===== src/rtl/mux_pkg.sv =====
// Shared state type and width/placement helpers for the crossfading channel mux.
package mux_pkg;

  typedef enum logic [0:0] {
    IDLE = 1'b0,
    FADE = 1'b1
  } state_e;

  // Upper bound for the crossfade length exponent.
  localparam int RAMP_LOG2_MAX = 12;

  function automatic int prod_width(input int width, input int ramp_log2);
    return width + ramp_log2 + 1;
  endfunction

  function automatic int sum_width(input int width, input int ramp_log2);
    return width + ramp_log2 + 2;
  endfunction

  // LSB position of channel c inside the packed input bus.
  function automatic int chan_lsb(input int c, input int width);
    return c * width;
  endfunction

endpackage


===== src/rtl/xfade_lerp.sv =====
// Combinational weighted mix y = floor((a*(2^R - k) + b*k) / 2^R), R = RAMP_LOG2.
module xfade_lerp
  import mux_pkg::*;
#(
  parameter int WIDTH     = 16,
  parameter int RAMP_LOG2 = 8
) (
  input  logic signed [WIDTH-1:0]     a,
  input  logic signed [WIDTH-1:0]     b,
  input  logic        [RAMP_LOG2-1:0] k,
  output logic signed [WIDTH-1:0]     y
);

  localparam int PROD_W = prod_width(WIDTH, RAMP_LOG2);
  localparam int SUM_W  = sum_width(WIDTH, RAMP_LOG2);

  logic        [RAMP_LOG2:0] wa_s;
  logic        [RAMP_LOG2:0] wb_s;
  logic signed [PROD_W-1:0]  prod_a_s;
  logic signed [PROD_W-1:0]  prod_b_s;
  logic signed [SUM_W-1:0]   sum_s;

  // Weights are zero-extended so they stay non-negative in the signed products.
  always_comb begin
    wb_s     = {1'b0, k};
    wa_s     = {1'b1, {RAMP_LOG2{1'b0}}} - wb_s;
    prod_a_s = PROD_W'(a) * $signed(PROD_W'(wa_s));
    prod_b_s = PROD_W'(b) * $signed(PROD_W'(wb_s));
    sum_s    = SUM_W'(prod_a_s) + SUM_W'(prod_b_s);
    y        = WIDTH'(sum_s >>> RAMP_LOG2);
  end

endmodule


===== src/rtl/mux_nx1_xfade.sv =====
// N:1 registered sample mux. With MUX_XFADE_EN defined a select change crossfades
// over 2^RAMP_LOG2 cycles; otherwise the select switches hard with 1-cycle latency.
module mux_nx1_xfade
  import mux_pkg::*;
#(
  parameter int WIDTH     = 16,
  parameter int N_IN      = 4,
  parameter int SEL_W     = $clog2(N_IN),
  parameter int RAMP_LOG2 = 8
) (
  input  logic                  clk_i,
  input  logic                  rst_i,
  input  logic [SEL_W-1:0]      sel_i,
  input  logic [N_IN*WIDTH-1:0] in_i,
  output logic [WIDTH-1:0]      out_o,
  output logic                  busy_o,
  output logic [SEL_W-1:0]      active_sel_o
);

  localparam int              N_PAD    = 1 << SEL_W;
  localparam logic [SEL_W:0]  N_IN_VAL = (SEL_W + 1)'(N_IN);

  logic [WIDTH-1:0] chan_s [N_PAD];
  logic             sel_ok_s;
  logic [SEL_W-1:0] cur_r;
  logic [WIDTH-1:0] out_r;

  // Unused select codes above N_IN read as zero so every index is defined.
  for (genvar c = 0; c < N_PAD; c++) begin : g_chan
    if (c < N_IN) begin : g_live
      assign chan_s[c] = in_i[chan_lsb(c, WIDTH) +: WIDTH];
    end else begin : g_pad
      assign chan_s[c] = {WIDTH{1'b0}};
    end
  end

  assign sel_ok_s = ({1'b0, sel_i} < N_IN_VAL);

`ifdef MUX_XFADE_EN

  state_e               state_r;
  state_e               state_n;
  logic [SEL_W-1:0]     cur_n;
  logic [SEL_W-1:0]     nxt_r;
  logic [SEL_W-1:0]     nxt_n;
  logic [RAMP_LOG2-1:0] k_r;
  logic [RAMP_LOG2-1:0] k_n;
  logic [WIDTH-1:0]     out_n;
  logic [WIDTH-1:0]     lerp_s;
  logic                 busy_r;

  xfade_lerp #(
    .WIDTH    (WIDTH),
    .RAMP_LOG2(RAMP_LOG2)
  ) u_lerp (
    .a(chan_s[cur_r]),
    .b(chan_s[nxt_r]),
    .k(k_r),
    .y(lerp_s)
  );

  // Next-state logic: select changes are only accepted from IDLE.
  always_comb begin
    state_n = state_r;
    cur_n   = cur_r;
    nxt_n   = nxt_r;
    k_n     = k_r;
    out_n   = out_r;
    case (state_r)
      IDLE: begin
        out_n = chan_s[cur_r];
        if (sel_ok_s && (sel_i != cur_r)) begin
          nxt_n   = sel_i;
          k_n     = RAMP_LOG2'(1'b1);
          state_n = FADE;
        end else begin
          nxt_n = nxt_r;
        end
      end
      FADE: begin
        out_n = lerp_s;
        if (&k_r) begin
          cur_n   = nxt_r;
          k_n     = {RAMP_LOG2{1'b0}};
          state_n = IDLE;
        end else begin
          k_n = k_r + RAMP_LOG2'(1'b1);
        end
      end
      default: begin
        state_n = IDLE;
        k_n     = {RAMP_LOG2{1'b0}};
      end
    endcase
  end

  // State and output registers; reset aborts any fade in progress.
  always_ff @(posedge clk_i) begin
    if (rst_i) begin
      state_r <= IDLE;
      cur_r   <= {SEL_W{1'b0}};
      nxt_r   <= {SEL_W{1'b0}};
      k_r     <= {RAMP_LOG2{1'b0}};
      out_r   <= {WIDTH{1'b0}};
      busy_r  <= 1'b0;
    end else begin
      state_r <= state_n;
      cur_r   <= cur_n;
      nxt_r   <= nxt_n;
      k_r     <= k_n;
      out_r   <= out_n;
      busy_r  <= (state_n == FADE);
    end
  end

  assign busy_o = busy_r;

`else

  // Hard switch: out-of-range selects keep the committed channel.
  always_ff @(posedge clk_i) begin
    if (rst_i) begin
      cur_r <= {SEL_W{1'b0}};
      out_r <= {WIDTH{1'b0}};
    end else if (sel_ok_s) begin
      cur_r <= sel_i;
      out_r <= chan_s[sel_i];
    end else begin
      cur_r <= cur_r;
      out_r <= chan_s[cur_r];
    end
  end

  assign busy_o = 1'b0;

`endif

  assign out_o        = out_r;
  assign active_sel_o = cur_r;

endmodule


===== config.mk =====
export PLATFORM = sky130hd
export DESIGN_NAME = mux_nx1_xfade
export DESIGN_NICKNAME = d
export VERILOG_FILES = /design/src/rtl/mux_pkg.sv /design/src/rtl/xfade_lerp.sv /design/src/rtl/mux_nx1_xfade.sv
export SDC_FILE = /design/constraint.sdc
export NUM_CORES = 1
export LEC_CHECK = 0
export CORE_MARGIN = 1
export CORE_UTILIZATION = 31
export DETAILED_ROUTE_END_ITERATION = 10
export PLACE_DENSITY = 0.84
export SETUP_SLACK_MARGIN = 0.02
export SLEW_MARGIN = 20
export SYNTH_ARGS = -nofsm -noshare
export SYNTH_HDL_FRONTEND = slang
export SYNTH_HIERARCHICAL = 1
export SYNTH_SLANG_ARGS = --single-unit
export TNS_END_PERCENT = 5

===== constraint.sdc =====
create_clock -name clk_i -period 2.75 [get_ports clk_i]
set_clock_uncertainty 0.05 [all_clocks]
set_input_delay 0.55 -clock clk_i [delete_from_list [all_inputs] [get_ports clk_i]]
set_output_delay 0.55 -clock clk_i [all_outputs]
set_load 0.005 [all_outputs]

==> impl_metrics.ini, run 1 <==
[timing]
whs_ps = 775
drv_slew = 0
min_period_over_period = 0.627
period_needed_ps = 1730
grt_setup_unrepaired = no
setup_viol = 0
hold_violations = 0
tightest_slew_ps = 669
finalWorstSetupSlack_ps = 1020
fin_setup_tns_ps = 0
slew_headroom = 0.554
max_freq_mhz = 580

[pwr]
seq_power_share = 0.440
clkPwrFrac = 0.244
finalPower_mw = 0.650
power_switching_mw = 0.141
total_leakage_power_nw = 0.735
pwr-share-comb = 0.316
ir_worst_vdd_mv = 0.397
p_int_mw = 0.510
switching_share = 0.217
powerDensity_mw_per_mm2 = 373

[synth]
synth_fa_ha_area_frac = 0
synth_top_family_by_area = multiplexers
syn_nets = 148
synth_compound_area_frac = 0.113
synth_seq_area_share = 0.406
ys_seq_elements = 18
ys_warn_count = 6
yosysUniqueCellTypes = 12
synth_area_um2 = 888
synth_area_per_cell_um2 = 11.1
syn_inst = 80
synthSimpleGateAreaFrac = 0.0211
synth_xor_area_frac = 0
muxShareOfSynthArea = 0.361

[cells_and_area]
drive_above_1_share = 0.0494
fill_cells = 230
diodes = 0
area_delta_synth_final_pct = 96.2
final_cells = 193
nNetsFinal = 231

[floorplanning]
die_y_um = 55.5
design.die.area_mm2 = 0.00308
die_w_um = 55.5
start_util = 0.325
core_area_mm2 = 0.00273
num_rows = 19
ios = 87

[routing]
dr.pass1.iters = 4
drtIter0Drc = 16
drcViolationCount = 0
drt-vias-per-instance = 4.83
wl_um = 2530
detail-route-antenna-nets = 0
wire_per_inst_um = 13.1
dr_total_vias = 933

[global_routing]
grt_pass1_vias = 965
grt_pass1_wl_um = 3980
track_usage = 0.165
antenna_found_initial = 0
grt_overflow = 0
grt_max_degree = 23

[place]
dp_cells = 189
hpwl_um = 2120
preCtsSetupSlack_ps = 785
port_buffers = 85
routabilityCongestion = 0.642

[clock_network]
cts_made_buffers = 3
cts.sinks = 18
postCtsSetupRepairBufs = 0
cts_root_buffer = clkbuf_4
hold_buffers = 0
clk_pin_slew_ps = 100
cts_tree = built
cts_max_level = 1
clk_path_buf_depth = 2
post_cts_resized = 0

[critical_path]
crit_type = reg2out
crit_buf_inv = 1
critPathRequiredTime_ps = 2150
cp-start-kind = flip-flop
worst-path-max-fanout = 1
path_cells = clkdlybuf4s50_1
slowest_delay_ps = 510
critical_path.top_delay_family = buffers and inverters
worstPathArrival_ps = 1130
end_kind = output pin
cp_slowest_cell = clkdlybuf4s50_1

[flow_run]
drv_cap = 0

[hold_path]
hold_path.class = in2reg

[run_status]
outcome = finished, final reports clean
==> cells in the mapped netlist <==
| library cell | instances | area (um2) |
|---|---|---|
| conb_1 | 1 | 3.75 |
| dfxtp_1 | 18 | 360 |
| inv_2 | 1 | 3.75 |
| mux2i_1 | 32 | 320 |
| buf_2 | 2 | 10.0 |
| o22ai_1 | 16 | 100 |
| buf_8 | 1 | 15.0 |
| nand2b_1 | 1 | 6.26 |
| buf_6 | 3 | 33.8 |
| buf_4 | 3 | 22.5 |
| or2_1 | 1 | 6.26 |
| nor2b_1 | 1 | 6.26 |
==> layout make-up <==
class	count	area [um2]	share of cell area
tap	31	38.8	0.0223
clock buffer	4	36.3	0.0208
multi-input combinational	52	443	0.254
sequential	18	360	0.207
inverter	1	3.75	0.00215
timing repair buffer	87	861	0.494
==> power groups by stage <==
stage	clock network [mW]	registers, mW	logic, mW
floorplan	0	0.295	0.0678
global placement	0	0.292	0.202
detailed placement	0	0.293	0.208
CTS	0.164	0.287	0.208
global route	0.176	0.289	0.218
finish	0.159	0.286	0.205
==> kinds of logic (layout without fill, tap and decap cells) <==
logic type / Yosys count / count (layout)
buf+inv: 10 / 92
other cells: 1 / 1
compound gates: 16 / 16
mux: 32 / 32
simple gates: 3 / 3
flops: 18 / 18
==> layout by cell type, fill, tap and decap left out, drive strengths merged <==
cell            n
clkdlybuf4s50  84
or2             1
o22ai          16
nor2b           1
inv             1
conb            1
nand2b          1
clkbuf          4
dfxtp          18
mux2i          32
buf             3
==> state kept, by name, summed over array words and instances (netlist names) <==
signal        flops
active_sel_o      2
out_o            16
==> worst paths after layout <==
kind,startpoint,to,slack (ps),cells past startpoint
min,rst_i,active_sel_o[1]$_SDFF_PP0_,780,2
max,out_o[6]$_SDFF_PP0_,out_o[6],1020,1
==> layer usage <==
metal,up-vias,part of all wire,GRT usage
li1,458,-,-
met1,430,0.33,0.158
met4,0,0.011,0.0536
met2,43,0.60,0.336
met5,-,0,0
met3,2,0.058,0.0398
==> metrics by stage <==
stage	area, um2	util
3_3_place_gp	1710	0.624
3_5_place_dp	1710	0.624
2_1_floorplan	888	-
5_1_grt	1740	0.638
6_report	1740	0.638
4_1_cts	1740	0.638
Note: power is estimated with default switching activity, not from simulation.
==> run 2: changes to the inputs <==
Settings changed: CORE_UTILIZATION 31 to 26, PLACE_DENSITY 0.84 to 0.75.
Clock period 2.75 ns to 1.47 ns, I/O delays scaled along.
==> run 2 against run 1 <==
  * Design area is 3.7% higher
  * Clock power is 40% higher
  * Sequential power is 87% higher
  * Critical path type is now in2reg
  * Critical endpoint is now out_o[13]$_SDFF_PP0_
  * Largest cell class unchanged
  * Highest routed layer unchanged
==> impl_metrics.ini, run 2 (synthesized netlist as in run 1, its figures left out) <==
[run_status]
outcome = finished, final reports clean

[global_routing]
grt_pass1_wl_um = 3770
antenna_found_initial = 0
track_usage = 0.143
grt_pass1_vias = 913
grt_max_degree = 34
grt_overflow = 0

[routing]
wire_per_inst_um = 13.1
drt-vias-per-instance = 4.50
drcViolationCount = 0
detail-route-antenna-nets = 0
dr_total_vias = 928
dr.pass1.iters = 2
drtIter0Drc = 11
wl_um = 2700

[floorplanning]
num_rows = 20
design.die.area_mm2 = 0.00365
die_y_um = 60.5
start_util = 0.282
core_area_mm2 = 0.00315
ios = 87
die_w_um = 60.5

[cells_and_area]
drive_above_1_share = 0.0494
fin_area_mm2 = 0.00181
nNetsFinal = 232
final_cell_mix = 66 x clkdlybuf4s50_1, 32 x mux2i_1, 18 x dfxtp_1
final_core_utilization = 0.573
fill_cells = 307
diodes = 0
area_delta_synth_final_pct = 103
layout_commonest_cell = clkdlybuf4s50_1
largest_register_ffs = 16

[pwr]
ir_worst_vdd_mv = 0.401
total_leakage_power_nw = 0.981
powerDensity_mw_per_mm2 = 629

[clock_network]
cts_max_level = 1
cts_made_buffers = 3
hold_buffers = 0
cts_root_buffer = clkbuf_4
clk_path_buf_depth = 2
postCtsSetupRepairBufs = 0
cts.sinks = 18
cts_tree = built
clk_pin_slew_ps = 90

[critical_path]
critPathRequiredTime_ps = 1570
cp-start-kind = input port
worstPathArrival_ps = 1410
worst-path-max-fanout = 16
end_kind = flip-flop
crit_type = in2reg

[place]
preCtsSetupSlack_ps = -166
hpwl_um = 2240
port_buffers = 85
routabilityCongestion = 0.662
dpl-instance-area_mm2 = 0.00174

[timing]
fin_setup_tns_ps = 0
max_freq_mhz = 758
setup_viol = 0
grt_setup_unrepaired = no
tightest_slew_ps = 531
period_needed_ps = 1320
hold_violations = 0
whs_ps = 449
slew_headroom = 0.646
min_period_over_period = 0.897
drv_slew = 0
finalWorstSetupSlack_ps = 151

[flow_run]
drv_cap = 0

[hold_path]
hold_path.class = in2reg
## run 2: stage by stage
step	cells	power (mW)
2_1_floorplan	80	0.679
3_3_place_gp	203	0.933
3_5_place_dp	203	0.945
4_1_cts	206	1.17
5_1_grt	206	1.20
6_report	206	1.14
## run 2: layout make-up
type / count / area, um2 / share of cell area
tap: 44 / 55.1 / 0.0305
sequential: 18 / 360 / 0.199
clock buffer: 3 / 22.5 / 0.0125
timing repair buffer: 88 / 922 / 0.510
inverter: 1 / 3.75 / 0.00208
multi-input combinational: 52 / 443 / 0.245
## run 2: worst max-delay path, cell delays in order
cell,delay (ps)
clkdlybuf4s50_1,500
or2_1,450
o22ai_1,170
## run 2: power breakdown
| group | internal [mW] | switching [mW] | leakage (nW) | total (mW) |
|---|---|---|---|---|
| Clock | 0.0948 | 0.128 | 0.0138 | 0.222 |
| Combinational | 0.269 | 0.111 | 0.817 | 0.380 |
| Sequential | 0.526 | 0.00857 | 0.150 | 0.534 |
| Total | 0.890 | 0.247 | 0.981 | 1.14 |
## run 2: repair_timing
action,in CTS,in global routing
hold endpoints to repair,0,0
setup endpoints to repair,11,17
gates cloned,0,0
gates resized for setup,1,17
## run 2: worst paths after layout
check | start | to | slack (ps) | depth (start not counted)
worst min-delay path | sel_i[1] | active_sel_o[1]$_SDFF_PP0_ | 450 | 3
worst max-delay path | rst_i | out_o[13]$_SDFF_PP0_ | 150 | 3
## run 2: metal layers
layer	part of all wire	up-vias	track usage
li1	-	461	-
met3	0.069	2	0.0384
met2	0.59	38	0.303
met5	0	-	0
met4	0.010	0	0.0487
met1	0.33	427	0.125
==> run 3: changes to the inputs <==
Settings changed: RECOVER_POWER from default to 100.
==> run 3 against run 2 <==
  * Via count up 0.11%
  * Hold slack about the same
  * Core utilization is 1.5 points lower
  * Wire length is 0.96% lower
  * Power barely moved
  * Critical path type unchanged
==> impl_metrics.ini, run 3 (synthesized netlist as in run 1, its figures left out) <==
[cells_and_area]
final_cell_mix = 66 x clkdlybuf4s50_1, 32 x mux2i_1, 18 x dfxtp_1
largest_register_ffs = 16
fin_area_mm2 = 0.00176
final_cells = 206
nNetsFinal = 232
diodes = 0
layout_commonest_cell = clkdlybuf4s50_1
area_delta_synth_final_pct = 98.2
drive_above_1_share = 0.0432

[clock_network]
cts_tree = built
clk_pin_slew_ps = 90
cts_root_buffer = clkbuf_4
cts_max_level = 1
postCtsSetupRepairBufs = 0
cts.sinks = 18
clk_path_buf_depth = 2
cts_made_buffers = 3
hold_buffers = 0

[timing]
setup_viol = 0
min_period_over_period = 0.904
whs_ps = 448
hold_violations = 0
slew_headroom = 0.643
fin_setup_tns_ps = 0
grt_setup_unrepaired = no
max_freq_mhz = 753
tightest_slew_ps = 536
period_needed_ps = 1330
drv_slew = 0

[flow_run]
drv_cap = 0

[critical_path]
slowest_delay_ps = 500
cp-start-kind = input port
worst-path-max-fanout = 9
path_depth = 4
worstPathArrival_ps = 1430
path_cells = clkdlybuf4s50_1 > nand2b_1 > clkbuf_1 > o22ai_1
end_kind = flip-flop
crit_type = in2reg
crit_buf_inv = 2
critPathRequiredTime_ps = 1570
cp_slowest_cell = clkdlybuf4s50_1
critical_path.top_delay_family = buffers and inverters

[global_routing]
grt_max_degree = 34
grt_pass1_wl_um = 3770
antenna_found_initial = 0
grt_pass1_vias = 913
track_usage = 0.143
grt_overflow = 0

[place]
hpwl_um = 2240
routabilityCongestion = 0.662
port_buffers = 85
dpl-instance-area_mm2 = 0.00174
dp_cells = 203

[routing]
drcViolationCount = 0
dr.pass1.iters = 2
drtIter0Drc = 8
wire_per_inst_um = 13.0
drt-vias-per-instance = 4.51
detail-route-antenna-nets = 0
wl_um = 2670
dr_total_vias = 929

[hold_path]
hold_path.class = in2reg
min_path_cells = 3

[floorplanning]
num_rows = 20
die_y_um = 60.5
die_w_um = 60.5
core_area_mm2 = 0.00315
ios = 87
design.die.area_mm2 = 0.00365
start_util = 0.282

[run_status]
outcome = finished, final reports clean

[pwr]
ir_worst_vdd_mv = 0.402
total_leakage_power_nw = 0.729
powerDensity_mw_per_mm2 = 645
-- run 3: cell types whose count changed in the layout (fill, tap and decap cells not counted) --
cell	delta
clkbuf_1	+1
buf_4	-1
dlymetal6s2s_1	-17
clkdlybuf4s25_1	+17
-- run 3: power by group --
group          switching [mW]  internal, mW  total [mW]
clock                   0.128        0.0948       0.222
combinational           0.111         0.267       0.378
sequential             0.0102         0.526       0.536
-- run 3: worst paths after layout --
path	slack (ps)	startpoint	to
worst max-delay path	140	rst_i	out_o[11]$_SDFF_PP0_
worst min-delay path	450	sel_i[1]	active_sel_o[1]$_SDFF_PP0_
-- run 3: cell type report --
cell class              count  area (um2)
fillers                   310        1390
flip-flops and latches     18         360
inverters                   1        3.75
well taps                  44        55.1
repair buffers             88         876
clock buffers               3        22.5
multi-input cells          52         443
-- run 3: timing repair --
item | in CTS | in global routing
endpoints found under the setup margin | 11 | 17
resized for setup | 1 | 17
pin swaps | 0 | 0
-- run 3: per-layer routing --
metal  part of all wire  GRT usage
met1               0.34      0.125
met3              0.065     0.0384
met4              0.010     0.0487
met2               0.59      0.303
met5                  0          0
-- run 3: per-stage QoR --
| stage | total power, mW | util | setup slack [ps] |
|---|---|---|---|
| 3_5_place_dp | 0.945 | 0.553 | -166 |
| 3_3_place_gp | 0.933 | 0.553 | -104 |
| 5_1_grt | 1.20 | 0.558 | 50.0 |
| 6_report | 1.14 | 0.558 | 142 |
| 4_1_cts | 1.17 | 0.560 | 0.697 |
| 2_1_floorplan | 0.679 | - | 416 |
-- run 3: worst min-delay path: cells and delay by family --
kind                   cells  cell delay [ps]
buffers and inverters      2              290
AND/OR/NAND/NOR            1              150
